`src/rtl/ldpc_ber_regmap_pkg.sv`:
```
// Shared constants for the multi-channel LDPC BER tester register map:
// identification words, global register addresses and per-channel window offsets.
package ldpc_ber_regmap_pkg;

    localparam logic [31:0] CORE_VERSION = 32'h0002_0061;
    localparam logic [31:0] CORE_MAGIC   = 32'h4350_444C;

    localparam int REG_VERSION   = 'h00;
    localparam int REG_ID        = 'h01;
    localparam int REG_SCRATCH   = 'h02;
    localparam int REG_MAGIC     = 'h03;
    localparam int REG_CONFIG    = 'h04;
    localparam int REG_GLOBAL_EN = 'h06;

    localparam int CH_BASE   = 'h100;
    localparam int CH_STRIDE = 'h20;

    // Word offsets inside one channel window.
    localparam logic [4:0] OFF_CTRL      = 5'h00;
    localparam logic [4:0] OFF_AWGN      = 5'h01;
    localparam logic [4:0] OFF_CTRL_WORD = 5'h02;
    localparam logic [4:0] OFF_MASK0     = 5'h04;
    localparam logic [4:0] OFF_FB_LO     = 5'h10;
    localparam logic [4:0] OFF_FB_HI     = 5'h11;
    localparam logic [4:0] OFF_BER       = 5'h12;

    function automatic logic [4:0] mask_offset(input int k);
        return 5'(int'(OFF_MASK0) + k);
    endfunction

endpackage

```
`src/rtl/ldpc_ber_regmap_ch.sv`:
```
// One channel's register bank: config registers, soft-reset pulse counter,
// counter shadow latch, local write decode and read mux.
module ldpc_ber_regmap_ch
    import ldpc_ber_regmap_pkg::*;
#(
    parameter int MASK_WIDTH      = 128,
    parameter int RESET_PULSE_LEN = 4
) (
    input  logic                  clk_i,
    input  logic                  rst_n_i,
    input  logic                  wr_sel_i,
    input  logic [4:0]            wr_off_i,
    input  logic [31:0]           wr_data_i,
    input  logic                  rd_sel_i,
    input  logic [4:0]            rd_off_i,
    input  logic                  global_en_i,
    input  logic [63:0]           finished_blocks_i,
    input  logic [31:0]           bit_errors_i,
    output logic                  ch_en_o,
    output logic                  sw_resetn_o,
    output logic [15:0]           factor_o,
    output logic [7:0]            offset_o,
    output logic [31:0]           ctrl_word_o,
    output logic [MASK_WIDTH-1:0] last_mask_o,
    output logic [31:0]           rd_data_o
);

    localparam int MASK_WORDS = MASK_WIDTH / 32;

    logic                  en_q, en_d;
    logic [15:0]           factor_q, factor_d;
    logic [7:0]            offset_q, offset_d;
    logic [31:0]           ctrl_word_q, ctrl_word_d;
    logic [MASK_WIDTH-1:0] mask_q, mask_d;
    logic [7:0]            pulse_cnt_q, pulse_cnt_d;
    logic [31:0]           sh_hi_q, sh_hi_d;
    logic [31:0]           sh_be_q, sh_be_d;
    logic                  ch_en_q;
    logic                  sw_resetn_q;

    always_comb begin
        en_d        = en_q;
        factor_d    = factor_q;
        offset_d    = offset_q;
        ctrl_word_d = ctrl_word_q;
        mask_d      = mask_q;
        pulse_cnt_d = pulse_cnt_q;
        sh_hi_d     = sh_hi_q;
        sh_be_d     = sh_be_q;

        if (wr_sel_i) begin
            case (wr_off_i)
                OFF_CTRL:      en_d = wr_data_i[0];
                OFF_AWGN: begin
                    factor_d = wr_data_i[15:0];
                    offset_d = wr_data_i[23:16];
                end
                OFF_CTRL_WORD: ctrl_word_d = wr_data_i;
                default: ;
            endcase
            for (int k = 0; k < MASK_WORDS; k++) begin
                if (wr_off_i == mask_offset(k)) mask_d[32*k +: 32] = wr_data_i;
            end
        end

        // A new request reloads the counter, so repeated requests stretch the pulse.
        if (wr_sel_i && wr_off_i == OFF_CTRL && wr_data_i[1]) begin
            pulse_cnt_d = 8'(RESET_PULSE_LEN);
        end else if (pulse_cnt_q != 8'd0) begin
            pulse_cnt_d = pulse_cnt_q - 8'd1;
        end

        // Reading the low half freezes the high half and the error count together.
        if (rd_sel_i && rd_off_i == OFF_FB_LO) begin
            sh_hi_d = finished_blocks_i[63:32];
            sh_be_d = bit_errors_i;
        end
    end

    always_ff @(posedge clk_i or negedge rst_n_i) begin
        if (!rst_n_i) begin
            en_q        <= 1'b0;
            factor_q    <= '0;
            offset_q    <= '0;
            ctrl_word_q <= '0;
            mask_q      <= '0;
            pulse_cnt_q <= '0;
            sh_hi_q     <= '0;
            sh_be_q     <= '0;
            ch_en_q     <= 1'b0;
            sw_resetn_q <= 1'b0;
        end else begin
            en_q        <= en_d;
            factor_q    <= factor_d;
            offset_q    <= offset_d;
            ctrl_word_q <= ctrl_word_d;
            mask_q      <= mask_d;
            pulse_cnt_q <= pulse_cnt_d;
            sh_hi_q     <= sh_hi_d;
            sh_be_q     <= sh_be_d;
            ch_en_q     <= en_q & global_en_i;
            sw_resetn_q <= (pulse_cnt_d == 8'd0);
        end
    end

    always_comb begin
        rd_data_o = '0;
        if (rd_sel_i) begin
            case (rd_off_i)
                OFF_CTRL:      rd_data_o = {30'd0, pulse_cnt_q != 8'd0, en_q};
                OFF_AWGN:      rd_data_o = {8'h00, offset_q, factor_q};
                OFF_CTRL_WORD: rd_data_o = ctrl_word_q;
                OFF_FB_LO:     rd_data_o = finished_blocks_i[31:0];
                OFF_FB_HI:     rd_data_o = sh_hi_q;
                OFF_BER:       rd_data_o = sh_be_q;
                default: ;
            endcase
            for (int k = 0; k < MASK_WORDS; k++) begin
                if (rd_off_i == mask_offset(k)) rd_data_o = mask_q[32*k +: 32];
            end
        end
    end

    assign ch_en_o     = ch_en_q;
    assign sw_resetn_o = sw_resetn_q;
    assign factor_o    = factor_q;
    assign offset_o    = offset_q;
    assign ctrl_word_o = ctrl_word_q;
    assign last_mask_o = mask_q;

endmodule

```
`src/rtl/ldpc_ber_regmap_mc.sv`:
```
// Multi-channel register map for the LDPC BER tester: global registers,
// per-channel window decode and one register bank per channel.
module ldpc_ber_regmap_mc
    import ldpc_ber_regmap_pkg::*;
#(
    parameter int          NUM_CH          = 4,
    parameter int          ADDRESS_WIDTH   = 10,
    parameter int          MASK_WIDTH      = 128,
    parameter logic [31:0] SEED_ID         = 32'd0,
    parameter int          RESET_PULSE_LEN = 4
) (
    input  logic                         up_clk,
    input  logic                         up_resetn,
    input  logic                         up_rreq,
    output logic                         up_rack,
    input  logic [ADDRESS_WIDTH-1:0]     up_raddr,
    output logic [31:0]                  up_rdata,
    input  logic                         up_wreq,
    output logic                         up_wack,
    input  logic [ADDRESS_WIDTH-1:0]     up_waddr,
    input  logic [31:0]                  up_wdata,
    output logic [NUM_CH-1:0]            ch_en,
    output logic [NUM_CH-1:0]            ch_sw_resetn,
    output logic [16*NUM_CH-1:0]         ch_factor,
    output logic [8*NUM_CH-1:0]          ch_offset,
    output logic [32*NUM_CH-1:0]         ch_ctrl_word,
    output logic [MASK_WIDTH*NUM_CH-1:0] ch_last_mask,
    input  logic [64*NUM_CH-1:0]         ch_finished_blocks,
    input  logic [32*NUM_CH-1:0]         ch_bit_errors
);

    localparam int MASK_WORDS = MASK_WIDTH / 32;
    localparam logic [ADDRESS_WIDTH-1:0] CH_BASE_A = ADDRESS_WIDTH'(CH_BASE);
    localparam logic [31:0] CONFIG_WORD = {8'(ADDRESS_WIDTH), 8'(MASK_WORDS), 16'(NUM_CH)};

    logic                     rd_win, wr_win;
    logic [ADDRESS_WIDTH-1:0] raddr_rel, waddr_rel;
    logic [31:0]              ch_rdata [NUM_CH];
    logic [31:0]              ch_rdata_or;
    logic [31:0]              glob_rdata;
    logic [31:0]              scratch_q, scratch_d;
    logic                     gen_q, gen_d;
    logic [31:0]              rdata_q, rdata_d;
    logic                     rack_q, wack_q;

    // Anything below the first channel base belongs to the global map.
    assign rd_win    = (up_raddr >= CH_BASE_A);
    assign wr_win    = (up_waddr >= CH_BASE_A);
    assign raddr_rel = up_raddr - CH_BASE_A;
    assign waddr_rel = up_waddr - CH_BASE_A;

    for (genvar c = 0; c < NUM_CH; c++) begin : g_ch
        logic rd_hit, wr_hit;

        assign rd_hit = up_rreq && rd_win && ((int'(raddr_rel) / CH_STRIDE) == c);
        assign wr_hit = up_wreq && wr_win && ((int'(waddr_rel) / CH_STRIDE) == c);

        ldpc_ber_regmap_ch #(
            .MASK_WIDTH      (MASK_WIDTH),
            .RESET_PULSE_LEN (RESET_PULSE_LEN)
        ) u_ch (
            .clk_i             (up_clk),
            .rst_n_i           (up_resetn),
            .wr_sel_i          (wr_hit),
            .wr_off_i          (waddr_rel[4:0]),
            .wr_data_i         (up_wdata),
            .rd_sel_i          (rd_hit),
            .rd_off_i          (raddr_rel[4:0]),
            .global_en_i       (gen_q),
            .finished_blocks_i (ch_finished_blocks[64*c +: 64]),
            .bit_errors_i      (ch_bit_errors[32*c +: 32]),
            .ch_en_o           (ch_en[c]),
            .sw_resetn_o       (ch_sw_resetn[c]),
            .factor_o          (ch_factor[16*c +: 16]),
            .offset_o          (ch_offset[8*c +: 8]),
            .ctrl_word_o       (ch_ctrl_word[32*c +: 32]),
            .last_mask_o       (ch_last_mask[MASK_WIDTH*c +: MASK_WIDTH]),
            .rd_data_o         (ch_rdata[c])
        );
    end

    // Unselected banks drive zero, so a plain OR merges the channel read data.
    always_comb begin
        ch_rdata_or = '0;
        for (int c = 0; c < NUM_CH; c++) ch_rdata_or = ch_rdata_or | ch_rdata[c];
    end

    always_comb begin
        glob_rdata = '0;
        if (!rd_win) begin
            case (up_raddr)
                ADDRESS_WIDTH'(REG_VERSION):   glob_rdata = CORE_VERSION;
                ADDRESS_WIDTH'(REG_ID):        glob_rdata = SEED_ID;
                ADDRESS_WIDTH'(REG_SCRATCH):   glob_rdata = scratch_q;
                ADDRESS_WIDTH'(REG_MAGIC):     glob_rdata = CORE_MAGIC;
                ADDRESS_WIDTH'(REG_CONFIG):    glob_rdata = CONFIG_WORD;
                ADDRESS_WIDTH'(REG_GLOBAL_EN): glob_rdata = {31'd0, gen_q};
                default: ;
            endcase
        end
    end

    always_comb begin
        scratch_d = scratch_q;
        gen_d     = gen_q;
        rdata_d   = rdata_q;
        if (up_wreq && !wr_win) begin
            if (up_waddr == ADDRESS_WIDTH'(REG_SCRATCH))   scratch_d = up_wdata;
            if (up_waddr == ADDRESS_WIDTH'(REG_GLOBAL_EN)) gen_d     = up_wdata[0];
        end
        if (up_rreq) rdata_d = glob_rdata | ch_rdata_or;
    end

    always_ff @(posedge up_clk or negedge up_resetn) begin
        if (!up_resetn) begin
            scratch_q <= '0;
            gen_q     <= 1'b0;
            rdata_q   <= '0;
            rack_q    <= 1'b0;
            wack_q    <= 1'b0;
        end else begin
            scratch_q <= scratch_d;
            gen_q     <= gen_d;
            rdata_q   <= rdata_d;
            rack_q    <= up_rreq;
            wack_q    <= up_wreq;
        end
    end

    assign up_rdata = rdata_q;
    assign up_rack  = rack_q;
    assign up_wack  = wack_q;

endmodule

```
`config.mk`:
```
export PLATFORM = sky130hd
export DESIGN_NAME = ldpc_ber_regmap_mc
export DESIGN_NICKNAME = d
export VERILOG_FILES = /design/src/rtl/ldpc_ber_regmap_pkg.sv /design/src/rtl/ldpc_ber_regmap_ch.sv /design/src/rtl/ldpc_ber_regmap_mc.sv
export SDC_FILE = /design/constraint.sdc
export NUM_CORES = 2
export LEC_CHECK = 0
export ABC_AREA = 1
export CORE_AREA = 2 2 478 480
export CTS_CLUSTER_SIZE = 10
export DETAILED_ROUTE_END_ITERATION = 16
export DIE_AREA = 0 0 480 482
export GPL_ROUTABILITY_DRIVEN = 0
export GPL_TIMING_DRIVEN = 0
export PLACE_DENSITY_LB_ADDON = 0.25
export SETUP_SLACK_MARGIN = 0.4
export SLEW_MARGIN = 40
export SYNTH_ARGS = -nofsm -noshare
export SYNTH_HDL_FRONTEND = slang
export SYNTH_SLANG_ARGS = --single-unit
```
`constraint.sdc`:
```
create_clock -name up_clk -period 1.9 [get_ports up_clk]
set_input_delay 0.285 -clock up_clk [delete_from_list [all_inputs] [get_ports up_clk]]
set_output_delay 0.285 -clock up_clk [all_outputs]
set_load 0.01 [all_outputs]
```
==> Yosys cells after proc, flatten, opt, wreduce, memory -nomap -nowiden <==
Index checks and enable logic that the tools add are counted.
{ "word_totals": {"input_bits": 440, "output_inout_bits": 778, "regBits": 1103, "elab_cells": 201} }
{ "classes": {"bitwise_logic": 8, "n_eq_ne": 27, "muxes": 34, "n_lt_le_gt_ge": 2, "reduce_logical": 67, "n_addsub": 6} }
{ "ops": {"columns": ["operator", "n"], "rows": [
  ["32-bit case mux with 6 select lines", 4],
  ["32-bit two-way mux", 21],
  ["32-bit case mux with 5 select lines", 1],
  ["32-bit OR", 4],
  ["32-bit logical NOT", 2],
  ["8-bit two-way mux", 8],
  ["5-bit by 3-bit == test with 1-bit output, second input constant", 12],
  ["2-bit AND reduction", 30],
  ["8-bit logical NOT", 4],
  ["8-bit nonzero test", 4],
  ["8-bit by 1-bit subtractor with 8-bit output, second input constant", 4],
  ["10-bit by 2-bit == test with 1-bit output, second input constant", 3],
  ["10-bit by 3-bit == test with 1-bit output, second input constant", 3],
  ["1-bit logical AND", 23],
  ["5-bit by 2-bit == test with 1-bit output, second input constant", 4],
  ["10-bit by 9-bit >= comparator with 1-bit output, second input constant", 2],
  ["10-bit by 9-bit subtractor with 10-bit output, second input constant", 2],
  ["5-bit == test, second input constant", 3],
  ["5-bit by 1-bit == test with 1-bit output, second input constant", 2],
  ["10-bit logical NOT", 1],
  ["5-bit logical NOT", 2],
  ["1-bit AND", 4],
  ["1-bit logical NOT", 1]
]} }

==> Longest topological paths before layout <==
{ "logic_depth": {"ltp_word": 12, "depth_mapped": 16, "ltp_nobuf": 15} }

==> Modules after synthesis <==
Synthesis repeated with hierarchy kept, for this count alone.
{ "hier_totals": {"hier_cells": 6192, "area_unflattened_um2": 51755.9} }
{ "by_module_without_submodules": {"columns": ["module", "seq_area_each_um2", "cells_each", "n_inst", "area_each_um2"], "rows": [
  ["ldpc_ber_regmap_ch", 6481.2, 1426, 4, 12000.3],
  ["ldpc_ber_regmap_mc", 1676.6, 488, 1, 3754.9]
]} }

==> Worst setup path before layout <==
OpenSTA, ideal clock, no wires.
{ "synth_timing": {"path_kind": "input-to-reg", "from": "input up_raddr[8]", "to": "register g_ch[1].u_ch.sh_be_q[0]", "setup_time_ns": 0.125, "arrival_ns": 1.884, "n_path_buf": 2, "t_required_ns": 1.775, "setup_slack_ns": -0.110, "path_stages": 9, "cell_sequence": "inv_1 ha_1 nor3_1 nand3_1 nand3b_1 or2_1 buf_6 buf_6 mux2_4"} }
{ "synth_via": {"elab_chain_len": 4, "word_cells_on_any_way": 6, "cone_classes": "add/sub: 1; order compare: 1; eq/ne: 1; reduce/logical: 3"} }
{ "synth_rtl": {"columns": ["element", "line", "text"], "rows": [
  ["from (decl)", "ldpc_ber_regmap_mc.sv:16", "input logic [ADDRESS_WIDTH-1:0] up_raddr,"],
  ["10-bit by 9-bit subtractor with 10-bit output / 10-bit by 9-bit >= comparator with 1-bit output (equally long branches)", "ldpc_ber_regmap_mc.sv:49, ldpc_ber_regmap_mc.sv:47", null],
  ["5-bit by 2-bit == test with 1-bit output / 1-bit logical AND (equally long branches)", "ldpc_ber_regmap_mc.sv:55", "assign rd_hit = up_rreq && rd_win && ((int'(raddr_rel) / CH_STRIDE) == c);"],
  ["1-bit logical AND (*)", "ldpc_ber_regmap_mc.sv:55", null],
  ["1-bit logical AND (*)", "ldpc_ber_regmap_ch.sv:74", "if (rd_sel_i && rd_off_i == OFF_FB_LO) begin"],
  ["to (signal assigned)", "ldpc_ber_regmap_ch.sv:89", "sh_be_q <= '0;"],
  ["to (signal assigned)", "ldpc_ber_regmap_ch.sv:100", "sh_be_q <= sh_be_d;"],
  ["to (decl)", "ldpc_ber_regmap_ch.sv:37", "logic [31:0] sh_be_q, sh_be_d;"]
]} }
Every way passes the cells marked *; elsewhere a longest branch is shown, timed or not.
A chain may end at the register's enable or synchronous reset.

==> Final worst setup path <==
{ "layout_timing": {"from": "register g_ch[3].u_ch.pulse_cnt_q[0]", "to": "register rdata_q[1], in the netlist up_rdata[1]"} }
{ "layout_via": {"elab_chain_len": 9} }
{ "layout_rtl": {"columns": ["element", "line", "text"], "rows": [
  ["from (decl)", "ldpc_ber_regmap_ch.sv:35", "logic [7:0] pulse_cnt_q, pulse_cnt_d;"],
  ["from (signal assigned)", "ldpc_ber_regmap_ch.sv:98", "pulse_cnt_q <= pulse_cnt_d;"],
  ["8-bit nonzero test", "ldpc_ber_regmap_ch.sv:110", "OFF_CTRL: rd_data_o = {30'd0, pulse_cnt_q != 8'd0, en_q};"],
  ["32-bit case mux with 6 select lines", "ldpc_ber_regmap_ch.sv:109", "case (rd_off_i)"],
  ["32-bit two-way mux (4 in series)", "ldpc_ber_regmap_ch.sv:119", "if (rd_off_i == mask_offset(k)) rd_data_o = mask_q[32*k +: 32];"],
  ["32-bit two-way mux", "ldpc_ber_regmap_ch.sv:108", "if (rd_sel_i) begin"],
  ["32-bit OR", "ldpc_ber_regmap_mc.sv:85", "for (int c = 0; c < NUM_CH; c++) ch_rdata_or = ch_rdata_or | ch_rdata[c];"],
  ["32-bit OR", "ldpc_ber_regmap_mc.sv:111", "if (up_rreq) rdata_d = glob_rdata | ch_rdata_or;"],
  ["to (signal assigned)", "ldpc_ber_regmap_mc.sv:124", "rdata_q <= rdata_d;"],
  ["to (decl)", "ldpc_ber_regmap_mc.sv:43", "logic [31:0] rdata_q, rdata_d;"]
]} }
Every way passes these cells.

==> run metrics <==
worst hold slack=-614.0 ps; period utilisation layout=1.042; delay-heaviest family, CP=simple AND/OR/NAND/NOR gates; vias in the first global route=around 53000; Starting Density=0.2230; Yosys cell types=40; P per Cell Area=777.3 mW/mm²; Initial DRC Count=7253; # rows=175; total of max-cap violations=0; CP startpoint=g_ch[3].u_ch.pulse_cnt_q[0]; root buf cell=clkbuf_16; Tot GR Track Use=0.3621; Vias=56300; Layout area overhead=56.72%; CTS tree=built; post-synthesis register bit count=approximately 1100; Net count, final=8158; die area=0.2314 mm²; total power=0.06149 W; Routed WL=436.9 mm; antenna violations before repair=64; Final Non-Filler Cells=10850; crit path DAT=~2700 ps; gate count of the mapped netlist=between 5000 and 6000; Hold Buf Count CTS=6; Slew Limit Fails=0; Fin. Hold Viols=around 260; DRT Pass-1 Iters=6; IO Count=around 1200; TritonCTS buffer count=145; total grt overflow=0; post-route setup slack=-80.03 ps; Cell Area, Synth=0.05048 mm²; RSZ-0062 raised after global routing=yes; Worst R2R Path Depth=13; share of layout cells above drive strength 1=0.2636; CTS sink count=around 1100; Seq/Total Area, Yosys=0.5468; dpl cells=10250; mean area per synthesized cell=8.426 µm²; highest clock rate=505.0 MHz; setup violators final=16; clk_lat worst skew=a little under 900 ps; drc violations=0; yosys warns=0; Critical Path Slowest Stage Cell=dfrtp_1; largest net degree at the start of global routing=109; Reg-to-Reg Start=g_ch[3].u_ch.pulse_cnt_q[0]; Clock Skews=70.31 ps; Peak VDD IR=669.7 µV; H-tree levels=4; wire per inst=just over 40 µm; first-pass GRT wire length=545.6 mm; Lkg Pwr=39.70 nW; violated checks=negative hold slack, negative setup slack; Buffers on Ports=around 1200; crit end category=register; post-DP HPWL=344.1 mm; Syn Nets=6443; CP peak stage delay=around 400 ps; Placeable Area=0.2264 mm²; WP buf/inv=1; minimum clock period=about 2000 ps; cell depth of the worst setup path=13; vias per cell=5.191; CP Launch Type=register; clk slew on worst S/H paths=60 ps; Die Wd=480 µm; Crit path required time=2620 ps; status=complete, but fails checks; Setup CP Type=reg -> reg; antenna-violating nets left=0; Slew headroom=0.3492; Die Y=482 µm; clk buf depth=3; Crit Path Max Fanout=2; Critical Path, Cell by Cell=inv_2 -> ha_4 -> nand3b_1 -> nor2_4 -> nor2_1 -> nor2_1 -> nand3_2 -> nand2_2 -> nand2_2 -> nand2_2 -> nand3_2 -> nor2_4 -> nor2_1; Hold WC Path Type=in -> async; worst slew pin tran=975.2 ps
final cells by class:
| cell class | count | area [µm²] |
|---|---|---|
| fillers | 23470 | 147300 |
| multi-input cells | 4185 | 22290 |
| clock inverters | 32 | 568.0 |
| clock buffers | 216 | 4217 |
| well taps | 3009 | 3765 |
| plain buffers | 416 | 3475 |
| flip-flops and latches | 1103 | 27730 |
| diodes | 29 | 72.57 |
| inverters | 287 | 1177 |
| repair buffers | 1568 | 15820 |
registers in the layout (all words and copies together), names as in the netlist:
register               flops
g_ch.u_ch.ch_en_o          4
g_ch.u_ch.ctrl_word_o    128
g_ch.u_ch.en_q             4
g_ch.u_ch.factor_o        64
g_ch.u_ch.last_mask_o    512
g_ch.u_ch.offset_o        32
g_ch.u_ch.pulse_cnt_q     32
g_ch.u_ch.sh_be_q        128
g_ch.u_ch.sh_hi_q        128
g_ch.u_ch.sw_resetn_o      4
gen_q                      1
scratch_q                 32
up_rack                    1
up_rdata                  32
up_wack                    1
cell families (layout without fill, tap and decap cells):
kind of cell    after synthesis  count (layout)  synth area share
flops                      1103            1103            0.5468
simple gates               2884            2884            0.2315
buf+inv                     703            2519           0.05671
xor+xnor                     22              22          0.003817
fa+ha+maj                    12              12          0.002974
other cells                   0              29                 0
compound gates             1033            1033            0.1030
mux                         234             234           0.05527
what timing repair did:
item                                    in CTS  in global routing
pin swaps                                  146                123
endpoints found under the hold margin      263                222
resized for setup                         2135               1920
endpoints found under the setup margin    2067               2232
gates cloned                                 3                 10
setup buffers                               93                209
metal layers:
metal  track usage  vias up  part of all wire
met4        0.2515       14             0.087
met1        0.4275    28470              0.37
met3        0.1408      967              0.12
met5             0        -           0.00029
li1              -    22940                 -
met2        0.5399     3907              0.42
placed cells by master (no fill, tap or decap), drive strengths merged, types with 14 or more instances in the layout:
cell	count
xor2	14
nand2	1970
inv	287
nand3	156
diode	29
clkdlybuf4s50	417
nand4	199
mux2i	56
dfrtp	1103
clkdlybuf4s15	90
a21oi	165
dlygate4sd2	351
o21ai	856
mux2	178
nor2	542
buf	832
clkinv	20
clkbuf	496
cells in the mapped netlist (all sizes together):
library cell  instances  share of area
mux2                178          0.044
ha                   12         0.0030
or2                   1        0.00012
o22ai                 1        0.00012
nand3               156          0.016
a21o                  1        0.00015
nor2                542          0.042
nand3b                5        0.00074
xnor2                 8         0.0014
o211ai                7         0.0010
o21ai               856          0.085
nand2              1970           0.15
nor4                  2        0.00037
a31oi                 1        0.00012
mux2i                56          0.011
a21oi               165          0.016
clkinv                4        0.00030
o31ai                 2        0.00030
nand4               199          0.025
nor3                  9        0.00099
xor2                 14         0.0024
clkbuf              305          0.023
dfrtp              1103           0.55
buf                 111          0.013
inv                 283          0.021
stage by stage:
| step | worst slack, ps | instance area, µm² | util | TNS (ps) | hold slack (ps) |
|---|---|---|---|---|---|
| after floorplan | -40.11 | 50970 | - | -2407 | -10.59 |
| after global placement | -53750 | 66900 | 0.2955 | - | 463.2 |
| after detailed placement | -2644 | 67950 | 0.3001 | -1871100 | 222.3 |
| after CTS | -51.08 | 75690 | 0.3343 | -7349 | -633.2 |
| after global routing | -81.72 | 79050 | 0.3492 | -281.1 | -596.4 |
| final | -80.03 | 79110 | 0.3494 | -414.0 | -614.0 |
power by group:
group	internal (W)	switching, W
Clock	0.0166	0.0122
Sequential	0.0242	0.000673
Combinational	0.00302	0.00480
Total	0.0438	0.0177
final timing paths:
check,endpoint,slack [ps]
min reg2reg,g_ch[2].u_ch.sh_be_q[26],480
max,up_rdata[1],-80
min,g_ch[0].u_ch.sh_hi_q[15],-610
min in group up_clk,g_ch[2].u_ch.sh_be_q[28],20
max in group asynchronous,g_ch[2].u_ch.last_mask_o[55],570
max reg2reg,up_rdata[1],-80
(Power assumes the default switching activity.)
